## config.mk

```make
export PLATFORM = sky130hd
export DESIGN_NAME = vga_timing_gen
export DESIGN_NICKNAME = d
export VERILOG_FILES = /design/src/rtl/vga_timing_gen.sv
export SDC_FILE = /design/constraint.sdc
export NUM_CORES = 1
export LEC_CHECK = 0
export ABC_AREA = 1
export CAP_MARGIN = 20
export CORE_AREA = 2 2 66 68
export DETAILED_ROUTE_END_ITERATION = 6
export DIE_AREA = 0 0 68 70
export HOLD_SLACK_MARGIN = 0.05
export PLACE_DENSITY_LB_ADDON = 0.2
export SYNTH_ARGS = -nofsm -noshare
export SYNTH_HDL_FRONTEND = slang
export SYNTH_SLANG_ARGS = --single-unit
export TNS_END_PERCENT = 20
```

## constraint.sdc

```tcl
create_clock -name clk -period 2.4 [get_ports clk]
set_clock_uncertainty 0.1 [all_clocks]
set_input_delay 0.36 -clock clk [delete_from_list [all_inputs] [get_ports clk]]
set_output_delay 0.36 -clock clk [all_outputs]
set_load 0.05 [all_outputs]
```

## src/rtl/vga_timing_gen.sv

```systemverilog
// VGA timing generator: free-running pixel/line counters with registered
// sync, blanking and start-of-frame outputs on a single vga_bus.
// Optional macro VGA_TIMING_FRAME_CNT_EN adds a 16-bit frame counter output.

package vga_pkg;
    typedef struct packed {
        logic [10:0] hcount;
        logic [10:0] vcount;
        logic        hsync;
        logic        hblnk;
        logic        vsync;
        logic        vblnk;
        logic [11:0] rgb;
    } vga_bus;
endpackage

module vga_timing_gen
    import vga_pkg::*;
#(
    parameter int H_ACTIVE     = 1024,
    parameter int H_SYNC_START = 1048,
    parameter int H_SYNC_END   = 1184,
    parameter int H_TOTAL      = 1344,
    parameter int V_ACTIVE     = 768,
    parameter int V_SYNC_START = 771,
    parameter int V_SYNC_END   = 777,
    parameter int V_TOTAL      = 806
) (
    input  logic   clk,
    input  logic   rst,
    output vga_bus bus_out,
    output logic   sof
`ifdef VGA_TIMING_FRAME_CNT_EN
    ,
    output logic [15:0] frame_cnt
`endif
);

    localparam logic [10:0] HA  = 11'(H_ACTIVE);
    localparam logic [10:0] HSS = 11'(H_SYNC_START);
    localparam logic [10:0] HSE = 11'(H_SYNC_END);
    localparam logic [10:0] HL  = 11'(H_TOTAL - 1);
    localparam logic [10:0] VA  = 11'(V_ACTIVE);
    localparam logic [10:0] VSS = 11'(V_SYNC_START);
    localparam logic [10:0] VSE = 11'(V_SYNC_END);
    localparam logic [10:0] VL  = 11'(V_TOTAL - 1);

    // h_ptr/v_ptr name the pixel that bus_out will show after the next edge,
    // so the first edge out of reset presents (0,0) with sof already set.
    logic [10:0] h_ptr, v_ptr;
    logic        h_last, v_last, at_origin;

    assign h_last    = (h_ptr == HL);
    assign v_last    = (v_ptr == VL);
    assign at_origin = (h_ptr == 11'd0) && (v_ptr == 11'd0);

    // Pixel/line counters; line advances in the same cycle the pixel wraps.
    always_ff @(posedge clk) begin
        if (!rst) begin
            h_ptr <= 11'd0;
            v_ptr <= 11'd0;
        end else if (h_last) begin
            h_ptr <= 11'd0;
            v_ptr <= v_last ? 11'd0 : v_ptr + 11'd1;
        end else begin
            h_ptr <= h_ptr + 11'd1;
        end
    end

    // Register every bus field from the same counter values so they stay aligned.
    always_ff @(posedge clk) begin
        if (!rst) begin
            bus_out <= '0;
            sof     <= 1'b0;
        end else begin
            bus_out.hcount <= h_ptr;
            bus_out.vcount <= v_ptr;
            bus_out.hblnk  <= (h_ptr >= HA);
            bus_out.hsync  <= (h_ptr >= HSS) && (h_ptr < HSE);
            bus_out.vblnk  <= (v_ptr >= VA);
            bus_out.vsync  <= (v_ptr >= VSS) && (v_ptr < VSE);
            bus_out.rgb    <= 12'h000;
            sof            <= at_origin;
        end
    end

`ifdef VGA_TIMING_FRAME_CNT_EN
    logic sof_seen;

    // Count frames; the first sof after reset leaves the count at 0.
    always_ff @(posedge clk) begin
        if (!rst) begin
            frame_cnt <= 16'd0;
            sof_seen  <= 1'b0;
        end else if (at_origin) begin
            sof_seen <= 1'b1;
            if (sof_seen) frame_cnt <= frame_cnt + 16'd1;
        end
    end
`endif

endmodule

```

==> results of run 1 <==
## final cells by class
class                   instances  area share, %
clock buffers                   7          3.473
inverters                      52          7.851
multi-input cells             169          35.03
flip-flops and latches         49          39.46
well taps                      52          2.617
repair buffers                 29          11.58
## logic make-up after synthesis
logic type / after synthesis / synth area share (%)
and+or+nand+nor: 131 / 29.55
buffers and inverters: 70 / 14.98
DFF: 49 / 46.06
AOI/OAI and AO/OA: 15 / 3.820
xor gates and xnor gates: 6 / 2.468
adders and majority gates: 5 / 2.938
other: 1 / 0.1761
## metal layers
| metal | vias up | track usage, % |
|---|---|---|
| li1 | 866 | - |
| met1 | 710 | 22.63 |
| met2 | 51 | 26.75 |
| met3 | 4 | 5.314 |
| met4 | 0 | 6.667 |
| met5 | - | 0 |
## worst paths after layout
check,endpoint,cells after the start,slack (ps)
worst min register to register,bus_out[23],2,350
worst max-delay path,bus_out[12],1,510
worst min-delay path,bus_out[23],2,350
worst max register to register,v_ptr[7],8,600
## placed cells by master, fill, tap and decap left out, drive strengths merged
cell type / instances
nand2: 64
inv: 52
dfxtp: 49
nor2: 38
clkdlybuf4s50: 28
nand3: 14
conb: 12
nand4: 7
clkbuf: 7
o21ai: 7
a21oi: 6
xor2: 6
nor3: 6
ha: 5
o22ai: 1
a31oi: 1
nor4: 1
nand3b: 1
buf: 1
## power breakdown
part	internal, mW	switching [mW]
Sequential	0.821	0.00571
Combinational	0.0193	0.0825
Clock	0.229	0.250
## state kept, by name (all words and copies together) (netlist names)
signal / count
sof: 1
bus_out: 26
h_ptr: 11
v_ptr: 11
## synthesized netlist by cell type, drive strengths merged
| cell type | n |
|---|---|
| xor2 | 6 |
| ha | 5 |
| buf | 18 |
| a21oi | 6 |
| o21ai | 7 |
| o22ai | 1 |
| inv | 52 |
| nor4 | 1 |
| dfxtp | 49 |
| nand3b | 1 |
| nand4 | 7 |
| nand2 | 64 |
| nand3 | 14 |
| nor3 | 6 |
| a31oi | 1 |
| nor2 | 38 |
| conb | 1 |
## metrics by stage
step	std cells	total power [mW]	hold slack, ps
final	358	1.406	345.7
after global routing	358	1.464	375.5
after CTS	358	1.423	345.6
after detailed placement	351	0.9480	329.3
after global placement	351	0.9472	338.0
after floorplan	288	0.9469	320.1
==> results.py, run 1 <==
metrics = {
    "outcome": {
        "status": "finished clean",
    },
    "clocking": {
        "h-tree-depth": 2,
        "cts_buffers": 5,
        "clock_latency_ps": 300,
        "clockBufferDepth": 2,
        "clkTransAtPathRegs_ps": 80,
        "cts_resized": 0,
        "cts_hold_buf": 0,
        "cts_tree": "done",
        "cts_root_buffer": "clkbuf_8",
        "clkSinkCount": 49,
        "cts_setup_buffers": 0,
    },
    "cells_and_area": {
        "num_antenna_cells": 0,
        "fillers": 387,
        "final_util_pct": 59.99,
        "stdcell_area_mm2": 0.002486,
        "fin_nets": 313,
        "area_delta_synth_final_pct": 16.74,
        "multi_input_area_um2": 870.8,
        "drive_gt1_share_pct": 8.824,
        "regArea_um2": 980.9,
    },
    "critical_path": {
        "crit_arrival_ps": 1430,
        "cp_slowest_cell": "clkdlybuf4s50_1",
        "cp-startpoint": "bus_out[12]",
        "path_delay_family": "buffers and inverters",
        "critPathBufInv": 1,
        "crit_chain": "clkdlybuf4s50_1",
        "startpoint_type": "flip-flop",
        "rr_startpoint": "h_ptr[0]",
        "critical_path_class": "reg -> out",
        "cp_max_fo": 1,
        "critPathRequiredTime_ps": 1940,
        "max_stage_delay_ps": 800,
        "end_kind": "primary output",
    },
    "logic_synthesis": {
        "avgSynthCellArea_um2": 7.688,
        "syn_inst": 277,
        "ys_ff_latch": 49,
        "yosysWarningCount": 0,
        "synth_cell_types": 31,
        "syn_area_mm2": 0.002130,
        "synth.largest_area_cell": "dfxtp_1",
        "ys_top_cells_by_area": "dfxtp_1 (46%), nand2_1 (10%), inv_1 (8.8%)",
        "synth_top_area_share_pct": 46.06,
        "synth_seq_area_share_pct": 46.06,
    },
    "power_and_ir_drop": {
        "ir_drop_uv": 325.4,
        "power.leakage_nw": 1.222,
        "power_per_cell_area_mw_per_mm2": 565.7,
    },
    "routing": {
        "route.met2.wl_um": 1707,
        "vias": 1631,
        "drt_iter0_drc": 64,
        "firstDrtPassIters": 4,
        "routed_wl_um": 3730,
        "viasPerCell": 4.556,
        "ant_nets": 0,
        "route.met3.wl_um": 238,
        "top_layer": "met4",
        "drc": 0,
        "wl_per_cell_um": 10.42,
        "met1Wirelength_um": 1746,
    },
    "global_routing": {
        "grt_max_degree": 20,
        "grt_pass1_wl_um": 6223,
        "antenna_found_initial": 0,
        "grt_pass1_vias": 1414,
        "overflow": 0,
        "grtUsageTotal_pct": 17.41,
    },
    "sta": {
        "finalSetupTns_ps": 0,
        "period_share_pct": 78.79,
        "finalHoldViolations": 0,
        "final_max_slew_viol_count": 0,
        "setup_slack_ps": 509.1,
        "period_minus_slack_ps": 1891,
        "fmax_ghz": 0.5289,
        "rsz0062_at_grt": "false",
        "finalSetupViolations": 0,
    },
    "die": {
        "start_util_pct": 51.39,
        "core.rowCount": 24,
        "coreArea_mm2": 0.004144,
        "die_area_mm2": 0.004760,
        "die_y_um": 70,
        "ios": 41,
        "die_width_um": 68,
    },
    "place": {
        "numPortBuffers": 28,
        "dp_hpwl_um": 2748,
        "dpl_cell_area_mm2": 0.002400,
        "gp_congestion": 0.9132,
        "dp_slack_ps": 493.4,
    },
    "job": {
        "maxCapViolations": 0,
    },
    "hold_path": {
        "min-delay-start": "v_ptr[7]",
        "hold_path.class": "reg -> reg",
    },
}
Power figures use the tool's default switching activity.
==> run 2: changes to the inputs <==
--- a/config.mk
+++ b/config.mk
@@ -7,9 +7,9 @@
 export LEC_CHECK = 0
 export ABC_AREA = 1
 export CAP_MARGIN = 20
-export CORE_AREA = 2 2 66 68
+export CORE_AREA = 2 2 68 70
 export DETAILED_ROUTE_END_ITERATION = 6
-export DIE_AREA = 0 0 68 70
+export DIE_AREA = 0 0 70 72
 export HOLD_SLACK_MARGIN = 0.05
 export PLACE_DENSITY_LB_ADDON = 0.2
 export SYNTH_ARGS = -nofsm -noshare
==> constraint.sdc (replaced) <==
create_clock -name clk -period 1.9 [get_ports clk]
set_clock_uncertainty 0.1 [all_clocks]
set_input_delay 0.285 -clock clk [delete_from_list [all_inputs] [get_ports clk]]
set_output_delay 0.285 -clock clk [all_outputs]
set_load 0.05 [all_outputs]
==> run 2 against run 1 <==
Register-to-register slack worse by 300 ps. Via count is 0.92% higher. Global-route usage is 0.87 points lower. Sequential cell count stayed put. Utilization is 0.75 points lower.
==> results.py, run 2 (synthesis results as in run 1) <==
metrics = {
    "cells_and_area": {
        "fillers": 417,
        "final_cell_mix": "nand2_1 (57), inv_1 (50), dfxtp_1 (49)",
        "top_register": "bus_out",
        "final_common_cell": "nand2_1",
        "area_delta_synth_final_pct": 18.63,
        "num_antenna_cells": 0,
        "top_regs": "bus_out: 26 flops, h_ptr: 11 flops, v_ptr: 11 flops",
        "final_cells": 363,
        "largest_reg_flops": 26,
        "final_util_pct": 59.24,
        "drive_gt1_share_pct": 11.25,
        "fin_nets": 317,
    },
    "critical_path": {
        "path_delay_family": "buffers and inverters",
        "crit_chain": "clkdlybuf4s50_1",
        "cp_slowest_cell": "clkdlybuf4s50_1",
        "crit_arrival_ps": 1440,
        "critPathRequiredTime_ps": 1510,
        "critical_path_class": "reg -> out",
        "startpoint_type": "flip-flop",
        "cp_max_fo": 1,
        "end_kind": "primary output",
        "max_stage_delay_ps": 800,
        "r2r_slack_ps": 300,
        "critPathBufInv": 1,
    },
    "global_routing": {
        "use_met1_pct": 22.26,
        "grt_pass1_wl_um": 6568,
        "use_met2_pct": 25.50,
        "grt_pass1_vias": 1495,
        "antenna_found_initial": 0,
        "grt_max_degree": 18,
        "overflow": 0,
        "grt_util_met3_pct": 3.750,
        "busiest_layer": "met2",
        "grtUsageTotal_pct": 16.54,
    },
    "sta": {
        "period_share_pct": 95.95,
        "finalSetupViolations": 0,
        "period_minus_slack_ps": 1823,
        "final_max_slew_viol_count": 0,
        "fmax_ghz": 0.5485,
        "finalHoldViolations": 0,
        "finalSetupTns_ps": 0,
        "rsz0062_at_grt": "false",
    },
    "routing": {
        "firstDrtPassIters": 4,
        "vias": 1646,
        "drt_iter0_drc": 108,
        "ant_nets": 0,
        "wl_per_cell_um": 10.47,
        "drc": 0,
        "viasPerCell": 4.534,
        "routed_wl_um": 3800,
    },
    "power_and_ir_drop": {
        "p_seq_share_pct": 57.1,
        "p_int_mw": 1.393,
        "switching_share_pct": 23.78,
        "p_clk_share_pct": 35.6,
        "ir_drop_uv": 378.7,
        "switchingPower_mw": 0.4345,
        "power.leakage_nw": 1.255,
        "power_per_cell_area_mw_per_mm2": 723.4,
        "power_frac_comb_pct": 7.3,
    },
    "place": {
        "dp_hpwl_um": 2849,
        "gp_congestion": 0.8869,
        "numPortBuffers": 28,
        "dp_cells": 355,
    },
    "die": {
        "start_util_pct": 49.94,
        "ios": 41,
        "coreArea_mm2": 0.004264,
        "core.rowCount": 24,
        "die_width_um": 70,
        "die_area_mm2": 0.005040,
        "die_y_um": 72,
    },
    "clocking": {
        "clkTransAtPathRegs_ps": 80,
        "clock_latency_ps": 300,
        "cts_buffers": 5,
        "cts_root_buffer": "clkbuf_8",
        "h-tree-depth": 2,
        "clkSinkCount": 49,
        "cts_hold_buf": 0,
        "cts_resized": 0,
        "cts_tree": "done",
        "clockBufferDepth": 2,
        "cts_setup_buffers": 0,
    },
    "hold_path": {
        "hold_path.class": "reg -> reg",
    },
    "outcome": {
        "status": "finished clean",
    },
    "job": {
        "maxCapViolations": 0,
    },
}
## run 2: changes by cell type in the layout (fill, tap and decap cells not counted)
cell / delta
clkbuf_8: +1
clkinv_2: +1
clkbuf_1: -1
buf_4: +6
clkdlybuf4s50_1: -2
## run 2: layout make-up
class	instances	area (µm²)	share of cell area, %
Timing Repair Buffer	33	312.8	12.38
Clock inverter	1	5.005	0.1981
Multi-Input combinational cell	169	870.8	34.47
Inverter	52	195.2	7.727
Clock buffer	7	96.34	3.814
Tap cell	52	65.06	2.576
Sequential cell	49	980.9	38.83
## run 2: worst paths after layout
path / cells after the start / to / from
max: 1 / bus_out[12] / bus_out[12]
min: 2 / bus_out[23] / v_ptr[7]
max reg2reg: 7 / h_ptr[7] / h_ptr[0]
min reg2reg: 2 / bus_out[23] / v_ptr[7]
## run 2: power by group through the flow
stage / clock, mW / sequential (mW) / combinational (mW)
finish: 0.650 / 1.04 / 0.134
global route: 0.725 / 1.05 / 0.142
CTS: 0.677 / 1.04 / 0.134
detailed placement: 0 / 1.07 / 0.134
global placement: 0 / 1.07 / 0.134
floorplan: 0 / 1.09 / 0.110
## run 2: per-layer routing
metal	vias to the layer above	wire length [µm]
li1	878	-
met4	0	77
met2	41	1620
met5	-	0
met1	721	1923
met3	6	179
## run 2: stage by stage
stage	hold slack, ps	cell area, µm²	power (mW)	setup slack [ps]
final	351.5	2526	1.827	76.99
after global routing	381.7	2526	1.912	30.21
after CTS	357.2	2526	1.854	62.52
after detailed placement	344.7	2425	1.202	243.4
after global placement	343.7	2425	1.201	252.7
after floorplan	320.1	2171	1.196	451.1
